## src/rtl/pwm_frame_driver.sv

```systemverilog
// Double-buffered 12-channel PWM driver fed by the 96-bit duty frame from the upstream stage.
// A loaded frame waits in a shadow register and moves to the active duties only at a period wrap (or while idle).

module pwm_lane #(
  parameter int DW = 8
) (
  input  logic          sys_clk,
  input  logic          sys_resetb,
  input  logic          en_i,
  input  logic [DW-1:0] cnt_i,
  input  logic [DW-1:0] duty_i,
  output logic          pwm_o
);
  logic pwm_q;

  always_ff @(posedge sys_clk or negedge sys_resetb) begin
    if (!sys_resetb) pwm_q <= 1'b0;
    else             pwm_q <= en_i && (cnt_i < duty_i);
  end

  assign pwm_o = pwm_q;
endmodule

module pwm_frame_driver #(
  parameter int NUM_CH     = 12,
  parameter int DW         = 8,
  parameter int PRESCALE_W = 8
) (
  input  logic                   sys_clk,
  input  logic                   sys_resetb,
  input  logic                   enable,
  input  logic [PRESCALE_W-1:0]  prescale,
  input  logic                   load,
  input  logic [NUM_CH*DW-1:0]   DATA_i,
  output logic                   CTS,
  output logic                   pending,
  output logic                   period_tick,
  output logic [NUM_CH-1:0]      pwm_o
);
  // Last count of a period: 2**DW-2, so a full-scale duty of 2**DW-1 stays high throughout.
  localparam logic [DW-1:0] CNT_LAST = {{(DW-1){1'b1}}, 1'b0};

  logic [PRESCALE_W-1:0]        pre_cnt_q, pre_cnt_d;
  logic [DW-1:0]                cnt_q, cnt_d;
  logic [NUM_CH-1:0][DW-1:0]    frame_in;
  logic [NUM_CH-1:0][DW-1:0]    shadow_q, shadow_d;
  logic [NUM_CH-1:0][DW-1:0]    active_q, active_d;
  logic                         pending_q, pending_d;
  logic                         cts_q, pt_q;
  logic                         tick, boundary, commit;

  assign frame_in = DATA_i;

  always_comb begin
    // >= rather than == so a prescale lowered below pre_cnt fires at once instead of wrapping.
    tick     = enable && (pre_cnt_q >= prescale);
    boundary = tick && (cnt_q == CNT_LAST);
    // While idle there is no period to protect, so frames commit immediately.
    commit   = (boundary || !enable) && (pending_q || load);

    pre_cnt_d = pre_cnt_q + PRESCALE_W'(1);
    if (!enable || tick) pre_cnt_d = '0;

    cnt_d = cnt_q;
    if (!enable || boundary) cnt_d = '0;
    else if (tick)           cnt_d = cnt_q + DW'(1);

    shadow_d = load ? frame_in : shadow_q;

    active_d = active_q;
    if (commit) active_d = load ? frame_in : shadow_q;

    pending_d = pending_q;
    if (commit)    pending_d = 1'b0;
    else if (load) pending_d = 1'b1;
  end

  always_ff @(posedge sys_clk or negedge sys_resetb) begin
    if (!sys_resetb) begin
      pre_cnt_q <= '0;
      cnt_q     <= '0;
      shadow_q  <= '0;
      active_q  <= '0;
      pending_q <= 1'b0;
      cts_q     <= 1'b0;
      pt_q      <= 1'b0;
    end else begin
      pre_cnt_q <= pre_cnt_d;
      cnt_q     <= cnt_d;
      shadow_q  <= shadow_d;
      active_q  <= active_d;
      pending_q <= pending_d;
      cts_q     <= commit;
      pt_q      <= boundary;
    end
  end

  for (genvar k = 0; k < NUM_CH; k++) begin : g_lane
    pwm_lane #(.DW(DW)) u_lane (
      .sys_clk    (sys_clk),
      .sys_resetb (sys_resetb),
      .en_i       (enable),
      .cnt_i      (cnt_q),
      .duty_i     (active_q[k]),
      .pwm_o      (pwm_o[k])
    );
  end

  assign CTS         = cts_q;
  assign pending     = pending_q;
  assign period_tick = pt_q;
endmodule

```

## config.mk

```make
export PLATFORM = sky130hd
export DESIGN_NAME = pwm_frame_driver
export DESIGN_NICKNAME = d
export VERILOG_FILES = /design/src/rtl/pwm_frame_driver.sv
export SDC_FILE = /design/constraint.sdc
export NUM_CORES = 1
export LEC_CHECK = 0
export ABC_CLOCK_PERIOD_IN_PS = 2140
export BUFFER_PORTS_ARGS = -buffer_cell sky130_fd_sc_hd__buf_2
export CORE_MARGIN = 2
export CORE_UTILIZATION = 30
export DETAILED_ROUTE_END_ITERATION = 16
export HOLD_SLACK_MARGIN = 0.02
export PLACE_DENSITY_LB_ADDON = 0.3
export SLEW_MARGIN = 20
export SYNTH_ARGS = -nofsm -noshare
export SYNTH_HDL_FRONTEND = slang
export SYNTH_SLANG_ARGS = --single-unit
export TNS_END_PERCENT = 10
```

## constraint.sdc

```tcl
create_clock -name sys_clk -period 2.14 [get_ports sys_clk]
set_input_delay 0.321 -clock sys_clk [delete_from_list [all_inputs] [get_ports sys_clk]]
set_output_delay 0.321 -clock sys_clk [all_outputs]
set_load 0.03 [all_outputs]
```

**Yosys cells after proc, flatten, opt, wreduce, memory -nomap -nowiden**

Index checks and enable logic that the tools add are counted.

- Add/sub/neg operators: 2
- Multiplexer cells: 6
- Equal/unequal tests: 1
- Reduce and logical (&&, ||, !) cells: 21
- $lt $le $gt $ge: 13

Operator list:

| cell | count |
|---|---|
| < comparator 8 bit | 12 |
| 2-to-1 mux 96 bit | 1 |
| 2-to-1 mux 8 bit | 3 |
| adder 8 x 1 -> 8 bit (second input constant) | 2 |
| logical AND 1 bit | 15 |
| == test 8 bit (second input constant) | 1 |
| >= comparator 8 bit | 1 |
| nonzero test 2 bit | 2 |
| logical OR 1 bit | 3 |
| 2-to-1 mux 1 bit | 2 |
| zero test 1 bit | 1 |

- Logic and storage cells: 84
- Bits in registers: 223
- Output and inout port bits: 15
- Input port bits: 108

**Logic depth before layout (Yosys ltp)**

- Depth after elaboration: 6
- Gate-level depth with buffers: 10
- Depth with buffers taken out: 7

**By module**

From an unflattened synthesis, not the netlist that was laid out.

- Cell total of the unflattened synthesis: 843
- Area total of the unflattened synthesis: 10726.5 um^2

By module, submodules not included:

| module | instances | seq. area each (um^2) | cells an instance | area an instance (um^2) |
|---|---|---|---|---|
| pwm_frame_driver | 1 | 5280.1 | 519 | 8219.1 |
| pwm_lane | 12 | 25.0 | 27 | 209.0 |

**Worst setup path after synthesis**

OpenSTA, ideal clock, no wires.

- Path type: reg2reg
- Start: register pre_cnt_q[0]
- End: register active_q[6] (netlist name)
- Arrival: 2.233 ns
- Required time: 2.013 ns
- Path buffers: 2
- Period minus slack after synthesis: 2.360 ns
- Setup time: 0.127 ns
- Cell stages (with the launch flop): 10
- Slack: -0.220 ns
- Path through: dfrtp_1 > inv_1 > ha_1 > nand2b_4 > a2111oi_4 > o311a_2 > nor3_4 > buf_6 > buf_6 > mux2_1

- Longest elaborated chain between the ends: 5

Ends and longest elaborated chain:

| item | RTL line | source |
|---|---|---|
| start: declaration | 43 | `logic [PRESCALE_W-1:0] pre_cnt_q, pre_cnt_d;` |
| start signal: assignment | 88 | `pre_cnt_q <= pre_cnt_d;` |
| >= comparator 8 bit | 56 | `tick = enable && (pre_cnt_q >= prescale);` |
| logical AND 1 bit | 56 |  |
| logical AND 1 bit | 57 | `boundary = tick && (cnt_q == CNT_LAST);` |
| logical OR 1 bit | 59 | `commit = (boundary \|\| !enable) && (pending_q \|\| load);` |
| logical AND 1 bit | 59 |  |
| end signal: assignment | 91 | `active_q <= active_d;` |
| end: declaration | 47 | `logic [NUM_CH-1:0][DW-1:0] active_q, active_d;` |

Every way passes these cells.
A chain may end at the register's enable or synchronous reset.

**Worst setup path in the final report**

- Start: register pre_cnt_q[6]
- End: register active_q[42] (netlist name)

Same word-level chain as after synthesis.

==> impl_results.md <==
- Ys Warns: 0
- CTS tree: built
- GR Util All Layers: 0.132
- Met1 wire length: around 12000 microns
- Final Max Tran Viols: 0
- I/O pins: 123
- Final core occ: 0.377
- Final WL: 23900 microns
- Root buffer cell: clkbuf_16
- Max Cap Viol: 0
- Initial Util: 0.302
- Cell area after synthesis: 10700 sq um
- Pint: 8.43 mW
- Maximum clock frequency: 436 MHz
- Mux cell area share after synthesis: 0.202
- Largest family of logic cells by synthesized area: multiplexers
- Pwr/cell area: 853 nW/um^2
- Final period util: 1.07
- Register area share after synthesis: 0.521
- Final Skew: 11.2 ps
- Mean Syn Cell Area: around 13 sq um
- Crit path capture type: flop
- Ys flop type: dfrtp_1
- First-pass GRT wire length: 38200 microns
- Worst Hold End: shadow_q[62]
- Metal3 WL: 994 microns
- Initial DRT Pass Iterations: 4
- Routed via count: 6790
- Fin Setup TNS: -10620 ps
- RePlAce Congestion: 0.751
- Place WS: -202 ps
- Top Metal Used: met4
- Hold_ws: between 40 and 50 ps
- Initial antenna violation count: 1
- CP startpoint kind: flop
- Combinational share of power: 0.167
- Compound-gate portion of the synthesized area: 0.0595
- Post-route cell area: around 13000 sq um
- Dpl hpwl: 16600 microns
- Met2 WL: approximately 11000 microns
- Number of distinct library cells after synthesis: 39
- Die height: 193 microns
- Final period demand of the worst path: approximately 2300 ps
- First DRT Iteration DRCs: 228
- Syn Inst Count: approximately 840
- Share of cells above drive strength 1: 0.388
- CTS H-tree lvls: 1
- Peak supply drop: 0.645 mV
- Largest delay share family, worst path: flip-flops
- DR WL/cell: 15.9 microns
- Simple-Gate Fraction of Synth Area: 0.0480
- Adder-cell share of the synthesized area: 0.111
- Fillers: 3489
- Status: finished, violations left
- Vias in the first global route: 7018
- Register bit count reported by yosys: 223
- Origin of the critical flop-to-flop path: pre_cnt_q[6]
- Switching share of power: 0.260
- WP data arrival: 2700 ps
- Via-to-Cell Ratio: 4.52
- Final worst slack: -152 ps
- IO buf count: 122
- Lkg Pwr: ~6.5 nW
- Post-synth top area cell: dfrtp_1
- Overflow after GRT: 0
- Cells along the critical path: ha_4 -> nand4_1 -> o311a_4 -> nor3_4 -> buf_12 -> buf_16 -> mux2_2
- Share of the synthesized area in the top cell type: 0.521
- Most frequent cell after synthesis: dfrtp_1
- Sw Pwr: 2.96 mW
- Largest net degree at the start of global routing: 61
- Hold depth: 2
- Worst EP required: 2550 ps
- Reg2reg path depth: 7
- Share of power burned in registers: 0.451
- Commonest cells in the netlist: 223 x dfrtp_1, 163 x mux2_2, 95 x ha_1
- Crit Path Class: reg -> reg
- Failing checks: setup timing
- Core Region: ~35000 sq um
- Syn_nets: 1045
- Num CTS Buffers: 26
- WP buf/inv: 2
- Post-DP Area: 12300 sq um
- Origin of the worst min-delay path: DATA_i[62]
- Worst-path fanout max: 22
- Final Setup Violations: 94
- Clock Tree Buf Depth: 3
- Clock power share: 0.382
- Latest clock arrival within the worst-skew pair: 530 ps
- Number of synthesized flops with an enable pin: 0
- Hold Vio Cnt, Final: 0
- Area of the die: between 30000 and 40000 sq um
- Max incr delay on CP: 420 ps
- Antenna Nets Post-Route: 0
- Max-slew headroom: 0.647
- XOR/XNOR Fraction of Synth Area: 0.00491
- FF-to-FF End: active_q[42]
- HP Class: in -> reg
- Die W: 193 microns
- Fin nets: 1225
- Ranking of synthesized cells by area: dfrtp_1 52%, mux2_2 17%, ha_1 11%, inv_1 3.3%, mux2_1 3.1%
- Setup slack, reg-to-reg: -150 ps
- Crit-path slowest cell: dfrtp_1
- RSZ-0062 raised after global routing: true
- Residual DRC count: 0
- Worst-Margin Slew: approximately 530 ps
- Ys async rst share: 1.00
- Number of cell rows: 69
- Clk slew on worst S/H paths: 60 ps
- Ant diodes: 0
- Sink Count: 223
- Area growth syn-to-layout: 24.8%
## registers in the layout, summed over array words and instances, names as in the netlist
register / flops
active_q: 96
shadow_q: 96
g_lane.u_lane.pwm_o: 12
cnt_q: 8
pre_cnt_q: 8
CTS: 1
pending: 1
period_tick: 1
## worst max path at each step
stage	slack (ps)	from	to	cells after the start
finish	-150	pre_cnt_q[6]	active_q[42]	7
global placement	-180	prescale[7]	active_q[59]	9
floorplan	-50	pre_cnt_q[0]	active_q[6]	9
detailed placement	-200	prescale[7]	active_q[46]	9
global route	-220	pre_cnt_q[3]	active_q[56]	8
CTS	-150	pre_cnt_q[6]	active_q[43]	7
## per-stage QoR
step                      power [mW]  cells
after floorplan                 6.39    842
after global placement          6.97   1448
after detailed placement        7.03   1448
after CTS                       11.5   1503
after global routing            12.1   1503
final                           11.4   1503
## power by group through the flow
stage / logic, mW / clock network, mW / registers [mW]
CTS: 1.90 / 4.50 / 5.14
finish: 1.90 / 4.35 / 5.13
floorplan: 1.27 / 0 / 5.12
global placement: 1.78 / 0 / 5.19
global route: 2.17 / 4.67 / 5.22
detailed placement: 1.82 / 0 / 5.21
## per-layer routing
metal | track usage | up-vias
met5 | 0 | -
met4 | 0.0303 | 0
met3 | 0.0169 | 29
met2 | 0.213 | 125
met1 | 0.188 | 3337
li1 | - | 3299
## worst register-to-register path, stage by stage, from the launching register on
cell and delay, ps:
dfrtp_1 420, ha_4 280, nand4_1 130, o311a_4 410, nor3_4 220, buf_12 170, buf_16 180, mux2_2 360
## kinds of logic (layout without fill, tap and decap cells)
kind of cell    count (synthesis)  count (layout)
fa+ha+maj                      95              95
compound gates                 93              93
simple gates                  103             103
mux                           192             192
buf+inv                       130             330
flops                         223             223
xor+xnor                        6               6
## layout make-up
| type | instances | area (sq um) | area share |
|---|---|---|---|
| inverter | 94 | 353 | 0.0264 |
| timing repair buffer | 188 | 1290 | 0.0965 |
| sequential | 223 | 5580 | 0.418 |
| clock inverter | 18 | 171 | 0.0128 |
| multi-input combinational | 489 | 4720 | 0.353 |
| clock buffer | 30 | 676 | 0.0506 |
| tap | 461 | 577 | 0.0432 |
## cell usage in the layout, fill, tap and decap left out, drive strengths merged, types with 4 or more instances in the layout
master	synthesis	final
dfrtp	223	223
mux2	192	192
buf	22	184
inv	94	96
ha	95	95
clkbuf	14	30
nor3	29	29
o21ai	21	21
nand2	20	20
nor2	19	19
a21oi	16	16
nand3	13	13
a2111oi	13	13
a21boi	12	12
clkinv	0	12
or3	10	10
a21o	9	9
o22ai	9	9
xor2	5	5
and3	4	4
dlygate4sd3	0	4
## timing repair
action                                 CTS  global route
hold buffers                             4             0
gates resized for setup                 21            21
pin swaps                                0             0
setup endpoints to repair               94           108
buffers inserted                         3             0
gates cloned                             0             0
endpoints found under the hold margin   58             0
Note: power is estimated with default switching activity, not from simulation.
